$ cat src/rtl/uart_pkg.sv
`default_nettype none
// +----------------------------------------------------------------------------+
// | Module : uart_pkg                                                          |
// | Brief  : Shared UART definitions: FSM encodings, oversampling, tick math.  |
// | Rev    : 1.0                                                               |
// +----------------------------------------------------------------------------+
package uart_pkg;

  localparam int OVERSAMPLE    = 16;
  localparam int NB_OS_COUNTER = $clog2(OVERSAMPLE);

  localparam int NB_STATE = 3;
  localparam logic [NB_STATE-1:0] ST_IDLE   = 3'd0;
  localparam logic [NB_STATE-1:0] ST_START  = 3'd1;
  localparam logic [NB_STATE-1:0] ST_DATA   = 3'd2;
  localparam logic [NB_STATE-1:0] ST_PARITY = 3'd3;
  localparam logic [NB_STATE-1:0] ST_STOP   = 3'd4;

  // Clocks per oversampling tick; truncates, so the line rate is slightly fast.
  function automatic int calc_tick_rate(input int sys_clock, input int baud_rate);
    return sys_clock / (baud_rate * OVERSAMPLE);
  endfunction

endpackage
`default_nettype wire

$ cat src/rtl/uart_baud_tick.sv
`default_nettype none
// +----------------------------------------------------------------------------+
// | Module : uart_baud_tick                                                    |
// | Brief  : Oversampling tick generator with synchronous clear.               |
// | Rev    : 1.0                                                               |
// +----------------------------------------------------------------------------+
module uart_baud_tick #(
  parameter int TICK_RATE       = 651,
  parameter int NB_TICK_COUNTER = $clog2(TICK_RATE)
) (
  input  logic i_clock,
  input  logic i_reset,
  input  logic i_clear,
  output logic o_tick
);

  logic [NB_TICK_COUNTER-1:0] r_count;
  logic                       w_wrap;

  assign w_wrap = (r_count == NB_TICK_COUNTER'(TICK_RATE - 1));

  always_ff @(posedge i_clock or negedge i_reset) begin
    if (!i_reset) begin
      r_count <= '0;
    end else if (i_clear || w_wrap) begin
      r_count <= '0;
    end else begin
      r_count <= r_count + 1'b1;
    end
  end

  assign o_tick = w_wrap;

endmodule
`default_nettype wire

$ cat src/rtl/uart_tx_framer.sv
`default_nettype none
// +----------------------------------------------------------------------------+
// | Module : uart_tx_framer                                                    |
// | Brief  : UART transmitter: start, LSB-first data, optional parity, stop.   |
// | Rev    : 1.0                                                               |
// +----------------------------------------------------------------------------+
module uart_tx_framer
  import uart_pkg::*;
#(
  parameter int NB_DATA         = 8,
  parameter int NB_STOP         = 1,
  parameter int BAUD_RATE       = 9600,
  parameter int SYS_CLOCK       = 100000000,
  parameter int TICK_RATE       = calc_tick_rate(SYS_CLOCK, BAUD_RATE),
  parameter int NB_TICK_COUNTER = $clog2(TICK_RATE),
  parameter int NB_DATA_COUNTER = $clog2(NB_DATA),
  parameter int PARITY_EN       = 0,
  parameter int PARITY_ODD      = 0
) (
  input  logic               i_clock,
  input  logic               i_reset,
  input  logic               i_tx_start,
  input  logic [NB_DATA-1:0] i_tx_data,
  output logic               o_tx_data,
  output logic               o_tx_busy,
  output logic               o_tx_done
);

  logic [NB_STATE-1:0]        r_state;
  logic [NB_STATE-1:0]        w_next_state;
  logic [NB_OS_COUNTER-1:0]   r_os_cnt;
  logic [NB_DATA_COUNTER-1:0] r_bit_idx;
  logic [NB_DATA-1:0]         r_shift;
  logic                       r_parity;
  logic                       r_tx_data;
  logic                       r_busy;
  logic                       r_done;

  logic w_tick;
  logic w_accept;
  logic w_bit_end;
  logic w_last_data;
  logic w_last_stop;
  logic w_tx_line;
  logic w_frame_done;

  uart_baud_tick #(
    .TICK_RATE       (TICK_RATE),
    .NB_TICK_COUNTER (NB_TICK_COUNTER)
  ) u_baud_tick (
    .i_clock (i_clock),
    .i_reset (i_reset),
    .i_clear (w_accept),
    .o_tick  (w_tick)
  );

  assign w_accept    = (r_state == ST_IDLE) && i_tx_start;
  assign w_bit_end   = w_tick && (r_os_cnt == NB_OS_COUNTER'(OVERSAMPLE - 1));
  assign w_last_data = (r_bit_idx == NB_DATA_COUNTER'(NB_DATA - 1));
  assign w_last_stop = (r_bit_idx == NB_DATA_COUNTER'(NB_STOP - 1));

  always_ff @(posedge i_clock or negedge i_reset) begin
    if (!i_reset) begin
      r_state <= ST_IDLE;
    end else begin
      r_state <= w_next_state;
    end
  end

  always_comb begin
    w_next_state = r_state;
    case (r_state)
      ST_IDLE:   if (i_tx_start) w_next_state = ST_START;
      ST_START:  if (w_bit_end) w_next_state = ST_DATA;
      ST_DATA: begin
        if (w_bit_end && w_last_data) begin
          w_next_state = (PARITY_EN != 0) ? ST_PARITY : ST_STOP;
        end
      end
      ST_PARITY: if (w_bit_end) w_next_state = ST_STOP;
      ST_STOP:   if (w_bit_end && w_last_stop) w_next_state = ST_IDLE;
      default:   w_next_state = ST_IDLE;
    endcase
  end

  always_comb begin
    w_tx_line    = 1'b1;
    w_frame_done = 1'b0;
    case (r_state)
      ST_START:  w_tx_line = 1'b0;
      ST_DATA:   w_tx_line = r_shift[0];
      ST_PARITY: w_tx_line = r_parity;
      ST_STOP:   w_frame_done = w_bit_end && w_last_stop;
      default:   w_tx_line = 1'b1;
    endcase
  end

  // Line, busy and done are flopped so the pin never glitches on state decode.
  always_ff @(posedge i_clock or negedge i_reset) begin
    if (!i_reset) begin
      r_tx_data <= 1'b1;
      r_busy    <= 1'b0;
      r_done    <= 1'b0;
    end else begin
      r_tx_data <= w_tx_line;
      r_busy    <= (w_next_state != ST_IDLE);
      r_done    <= w_frame_done;
    end
  end

  // The bit index is reused to count stop bits, so it restarts on every state change.
  always_ff @(posedge i_clock or negedge i_reset) begin
    if (!i_reset) begin
      r_os_cnt  <= '0;
      r_bit_idx <= '0;
      r_shift   <= '0;
      r_parity  <= 1'b0;
    end else if (w_accept) begin
      r_os_cnt  <= '0;
      r_bit_idx <= '0;
      r_shift   <= i_tx_data;
      r_parity  <= (^i_tx_data) ^ (PARITY_ODD != 0);
    end else if (r_state != ST_IDLE) begin
      if (w_tick) begin
        r_os_cnt <= r_os_cnt + 1'b1;
      end
      if (w_bit_end) begin
        if (w_next_state != r_state) begin
          r_bit_idx <= '0;
        end else begin
          r_bit_idx <= r_bit_idx + 1'b1;
        end
        if (r_state == ST_DATA) begin
          r_shift <= r_shift >> 1;
        end
      end
    end
  end

  assign o_tx_data = r_tx_data;
  assign o_tx_busy = r_busy;
  assign o_tx_done = r_done;

endmodule
`default_nettype wire

$ cat config.mk
export PLATFORM = sky130hd
export DESIGN_NAME = uart_tx_framer
export DESIGN_NICKNAME = d
export VERILOG_FILES = /design/src/rtl/uart_pkg.sv /design/src/rtl/uart_baud_tick.sv /design/src/rtl/uart_tx_framer.sv
export SDC_FILE = /design/constraint.sdc
export NUM_CORES = 1
export LEC_CHECK = 0
export ABC_AREA = 1
export BUFFER_PORTS_ARGS = -buffer_cell sky130_fd_sc_hd__buf_2
export CORE_UTILIZATION = 45
export DETAILED_ROUTE_END_ITERATION = 8
export HOLD_SLACK_MARGIN = 0.05
export PLACE_DENSITY = 0.61
export SLEW_MARGIN = 20
export SYNTH_ARGS = -nofsm -noshare
export SYNTH_HDL_FRONTEND = slang
export SYNTH_SLANG_ARGS = --single-unit
$ cat constraint.sdc
create_clock -name i_clock -period 1.8 [get_ports i_clock]
set_input_delay 0.45 -clock i_clock [delete_from_list [all_inputs] [get_ports i_clock]]
set_output_delay 0.45 -clock i_clock [all_outputs]
set_load 0.01 [all_outputs]
## After elaboration in Yosys (flattened, before gate mapping)

Index checks and enable logic that the tools add are counted.

| cells by class | value |
|---|---|
| add/sub/neg operators | 3 |
| equality and inequality tests | 8 |
| mux-type cells | 20 |
| reduce and logical (&&, ||, !) cells | 17 |

Operators with widths:

| operator | count |
|---|---|
| $mux 8 | 4 |
| $mux 3 | 9 |
| $pmux 3 s5 | 1 |
| $mux 4 | 3 |
| $add 10x1->10 const B | 1 |
| $eq 10x10->1 const B | 1 |
| $mux 10 | 1 |
| $reduce_bool 2->1 | 4 |
| $reduce_xor 8->1 | 1 |
| $eq 3x2->1 const B | 2 |
| $eq 3x3->1 const B | 2 |
| $logic_not 3->1 | 2 |
| $reduce_bool 3->1 | 2 |
| $add 4x1->4 const B | 1 |
| $eq 4x4->1 const B | 1 |
| $logic_and 1x1->1 | 4 |
| $reduce_and 2->1 | 2 |
| $add 3x1->3 const B | 1 |
| $eq 3x1->1 const B | 1 |
| $ne 3x3->1 | 1 |
| $pmux 1 s3 | 1 |
| $reduce_and 3->1 | 1 |
| $logic_or 1x1->1 | 1 |
| $mux 1 | 1 |

| word-level totals | value |
|---|---|
| register bits after elaboration | 32 |

## Logic depth before layout (Yosys ltp)

| logic depth | value |
|---|---|
| depth in word-level cells | 10 |
| depth in mapped cells | 10 |

## Hierarchy

A second synthesis with hierarchy kept.

| second synthesis, totals | value |
|---|---|
| cells, all modules | 234 |
| area total of the unflattened synthesis | 1861.8 µm² |

By module, submodules not included:

| module | times used | cells an instance | area an instance (µm²) |
|---|---|---|---|
| uart_tx_framer | 1 | 160 | 1301.2 |
| uart_baud_tick | 1 | 74 | 560.5 |

## Least setup slack after synthesis

No wires, ideal clock.

| path | value |
|---|---|
| path kind | register to register |
| start point | register u_baud_tick.r_count[0] |
| end point | register r_shift[5] |
| setup time | 0.122 ns |
| data arrival time | 1.340 ns |
| data required time | 1.678 ns |
| path slack | 0.339 ns |
| stages on the path, launching flop included | 11 |
| buffers on the path | 1 |
| period minus slack after synthesis | 1.461 ns |
| path through | dfrtp_1 -> inv_1 -> ha_1 -> nand2_1 -> nor2_4 -> nand3_4 -> clkinv_4 -> a31oi_4 -> buf_6 -> nand2_2 -> o21ai_2 |

| between the ends | value |
|---|---|
| longest elaborated chain between the ends | 4 |

Ends and longest elaborated chain:

| element | line | RTL |
|---|---|---|
| from (decl) | uart_baud_tick.sv:17 | `logic [NB_TICK_COUNTER-1:0] r_count;` |
| from (signal assigned) | uart_baud_tick.sv:28 | `r_count <= r_count + 1'b1;` |
| $eq 10x10->1 | uart_baud_tick.sv:20 | `assign w_wrap = (r_count == NB_TICK_COUNTER'(TICK_RATE - 1));` |
| $logic_and 1x1->1 | uart_tx_framer.sv:58 | `assign w_bit_end = w_tick && (r_os_cnt == NB_OS_COUNTER'(OVERSAMPLE - 1));` |
| $reduce_bool 2->1 (no source line) | -- |  |
| $reduce_and 3->1 (no source line) | -- |  |
| to (signal assigned) | uart_tx_framer.sv:121 | `r_shift <= i_tx_data;` |
| to (signal assigned) | uart_tx_framer.sv:134 | `r_shift <= r_shift >> 1;` |
| to (decl) | uart_tx_framer.sv:33 | `logic [NB_DATA-1:0] r_shift;` |

No other way between the ends.
A chain may end at the register's enable or synchronous reset.

## Final worst setup path

| path | value |
|---|---|
| start point | register u_baud_tick.r_count[0] |
| end point | register r_shift[3] |

Same word-level chain as after synthesis.

==> impl_metrics.env <==
export IMPL_wl_um=3270
export IMPL_synth_fp_nets=206
export IMPL_die_y_um=64.8
export IMPL_fmax_mhz=628
export IMPL_multiInputGateArea_um2=866
export IMPL_critPathSlowestCell="dfrtp_1"
export IMPL_synth_top_family_by_area="simple AND/OR/NAND/NOR gates"
export IMPL_area_growth_pct=12.6
export IMPL_ys_types=33
export IMPL_cp_cell_sequence="inv_1, ha_1, nand2_1, nor2_4, nand3_4, clkinv_4, a31oi_4, buf_12, nand2_1, o21ai_2"
export IMPL_startpoint_type="flop"
export IMPL_yosys_area_share_simple_pct=25.7
export IMPL_peakVddDrop_uv=742
export IMPL_wire_per_inst_um=12.7
export IMPL_nets=225
export IMPL_min_path_type="input port to async pin"
export IMPL_grt_pass1_wl_um=5700
export IMPL_wl_met3_um=83
export IMPL_seq_area_um2=802
export IMPL_hpwl_um=2320
export IMPL_drv_slew=0
export IMPL_io_buffers=13
export IMPL_detail_route_antenna_nets=0
export IMPL_first_pass_iters=4
export IMPL_cts_buffer_depth=2
export IMPL_syn_inst=189
export IMPL_pin_count=14
export IMPL_arrival_ns=1.76
export IMPL_fin_ws_ns=0.208
export IMPL_antenna_cells=0
export IMPL_tightest_slew_ns=0.421
export IMPL_slowest_delay_ns=0.41
export IMPL_synth_xor_area_share_pct=4.44
export IMPL_synth_fa_ha_area_share_pct=4.23
export IMPL_hold_violations=0
export IMPL_synth_ff_latch_count=32
export IMPL_drc_errors=0
export IMPL_critPathMaxFanout=15
export IMPL_numClockSinks=32
export IMPL_final_layout_size_suffix_gt1_share_pct=25.8
export IMPL_synth_top_cell_area_share_pct=43.7
export IMPL_routed_top_layer="met4"
export IMPL_met2_length_um=1520
export IMPL_rsz0062_at_grt="false"
export IMPL_place_worst_setup_slack_ns=0.0872
export IMPL_wl_met1_um=1630
export IMPL_path_delay_family="simple AND/OR/NAND/NOR gates"
export IMPL_clock_root_buffer="clkbuf_8"
export IMPL_cp_required_ns=1.97
export IMPL_drt_iter0_drc=39
export IMPL_crit_top_cell="nand2_1"
export IMPL_path_class="flop to flop"
export IMPL_synth_area_leaders="dfrtp_1 44%, nand2_1 5.7%, mux2i_1 4.5%"
export IMPL_fp_dieW_um=64.8
export IMPL_htreeDepth=2
export IMPL_path_buf_inv=3
export IMPL_synth_compound_area_share_pct=9.38
export IMPL_vias_per_cell=4.98
export IMPL_ys_seq_area_share_pct=45.2
export IMPL_start_util_pct=47.7
export IMPL_power_density_mw_per_mm2=1050
export IMPL_syn_area_per_cell_um2=9.39
export IMPL_clkTransAtPathRegs_ns=0.07
export IMPL_grt_max_degree=33
export IMPL_syn_area_mm2=0.00177
export IMPL_tns_ns=0
export IMPL_fin_crit_ns=1.59
export IMPL_grt_use_total_pct=18.0
export IMPL_ys_warn_count=0
export IMPL_coreArea_mm2=0.00372
export IMPL_layout_common_cells="31 x dfrtp_1, 27 x nand2_1, 18 x nor2_1"
export IMPL_gp_congestion=0.785
export IMPL_status="finished clean"
export IMPL_worstRegToRegCells=10
export IMPL_layout_commonest_cell="dfrtp_1"
export IMPL_synth_area_mux_share_pct=4.51
export IMPL_antenna_found_initial=0
export IMPL_fin_crit_sh_pct=88.5
export IMPL_finalClockSkew_ns=0.00700
export IMPL_clock_latency_ns=0.28
export IMPL_setup_violations=0
export IMPL_via_count=1280
export IMPL_yosys_area_top_type="dfrtp_1"
export IMPL_cts_tree="built"
export IMPL_slew_headroom_pct=71.9
export IMPL_fill_cells=348
export IMPL_max_cap_violations=0
export IMPL_first_global_vias=1241
export IMPL_cp_depth=10
export IMPL_grt_ovfl_total=0
export IMPL_fp_dieArea_mm2=0.00420
export IMPL_row_count=22
export IMPL_numCtsBuffers=5
export IMPL_crit_path_end_kind="flop"
export IMPL_leakagePower_nw=0.966
-- layer usage --
metal	up-vias	global-route usage (%)
met5	-	0
met4	0	5.83
met3	4	5.28
met2	16	28.9
met1	608	23.1
li1	652	-
-- flip-flops by register name (all words and copies together), names as in the netlist --
signal and count:
u_baud_tick.r_count 10, r_shift 8, r_os_cnt 4, r_bit_idx 3, r_state 3, o_tx_busy 1, o_tx_data 1, o_tx_done 1
r_parity 1
-- worst register-to-register path, delay by kind of cell (launching register included) --
| kind | cells | cell delay [ns] |
|---|---|---|
| buf+inv | 3 | 0.34 |
| fa+ha+maj | 1 | 0.13 |
| simple gates | 4 | 0.45 |
| compound gates | 2 | 0.14 |
| flops | 1 | 0.41 |
-- through the flow --
| step | instances | instance area [µm²] | utilization (%) | power, mW | hold slack [ns] |
|---|---|---|---|---|---|
| global placement | 248 | 1880 | 50.5 | 1.50 | 0.457 |
| CTS | 256 | 1970 | 52.9 | 2.10 | 0.200 |
| global route | 257 | 2000 | 53.7 | 2.23 | 0.218 |
| detailed placement | 248 | 1880 | 50.5 | 1.52 | 0.457 |
| finish | 257 | 2000 | 53.7 | 2.09 | 0.189 |
| floorplan | 189 | 1770 | - | 1.41 | 0.154 |
-- power by group --
group	leakage, nW	internal [mW]	switching (mW)
clock	0.0455	0.312	0.262
sequential	0.414	0.894	0.139
combinational	0.506	0.222	0.260
-- Yosys cell counts, drive strengths merged --
library cell	n
o22ai	1
nor3	6
mux2i	8
inv	20
xor2	3
nand4	1
clkinv	1
nand3	14
a21oi	7
and3	1
a31oi	3
dfstp	1
buf	3
o21ai	13
dfrtp	31
nor3b	3
xnor2	6
ha	6
nand2	36
nor2	25
-- timing repair --
item / in CTS / in global routing
hold buffers: 0 / 0
gates resized for setup: 0 / 2
endpoints found under the setup margin: 0 / 10
endpoints found under the hold margin: 0 / 0
buffers inserted: 0 / 1
-- area by class of cell --
cell class                      count  share of cell area, %
Multi-Input combinational cell    133                   43.4
Clock buffer                        8                   4.51
Timing Repair Buffer               15                   4.64
Sequential cell                    32                   40.2
Tap cell                           48                   3.01
Inverter                           21                   4.32
-- worst paths after layout --
path / end / startpoint / slack (ns)
max in group asynchronous: o_tx_data$_DFF_PN1_ / i_reset / 1.27
max: r_shift[3]$_DFFE_PN0P_ / u_baud_tick.r_count[0]$_DFF_PN0_ / 0.21
min in group i_clock: r_shift[7]$_DFFE_PN0P_ / i_tx_data[7] / 0.43
max reg2reg: r_shift[3]$_DFFE_PN0P_ / u_baud_tick.r_count[0]$_DFF_PN0_ / 0.21
min reg2reg: r_os_cnt[3]$_DFFE_PN0P_ / r_os_cnt[3]$_DFFE_PN0P_ / 0.47
min: r_bit_idx[1]$_DFFE_PN0P_ / i_reset / 0.19
-- cells by family (layout without fill, tap and decap cells) --
family	Yosys count	in the layout
and+or+nand+nor	86	86
xor gates and xnor gates	9	9
DFF	32	32
muxes	8	8
adders and majority gates	6	6
AOI/OAI and AO/OA	24	24
buffers and inverters	24	44
Note: power is estimated with default switching activity, not from simulation.
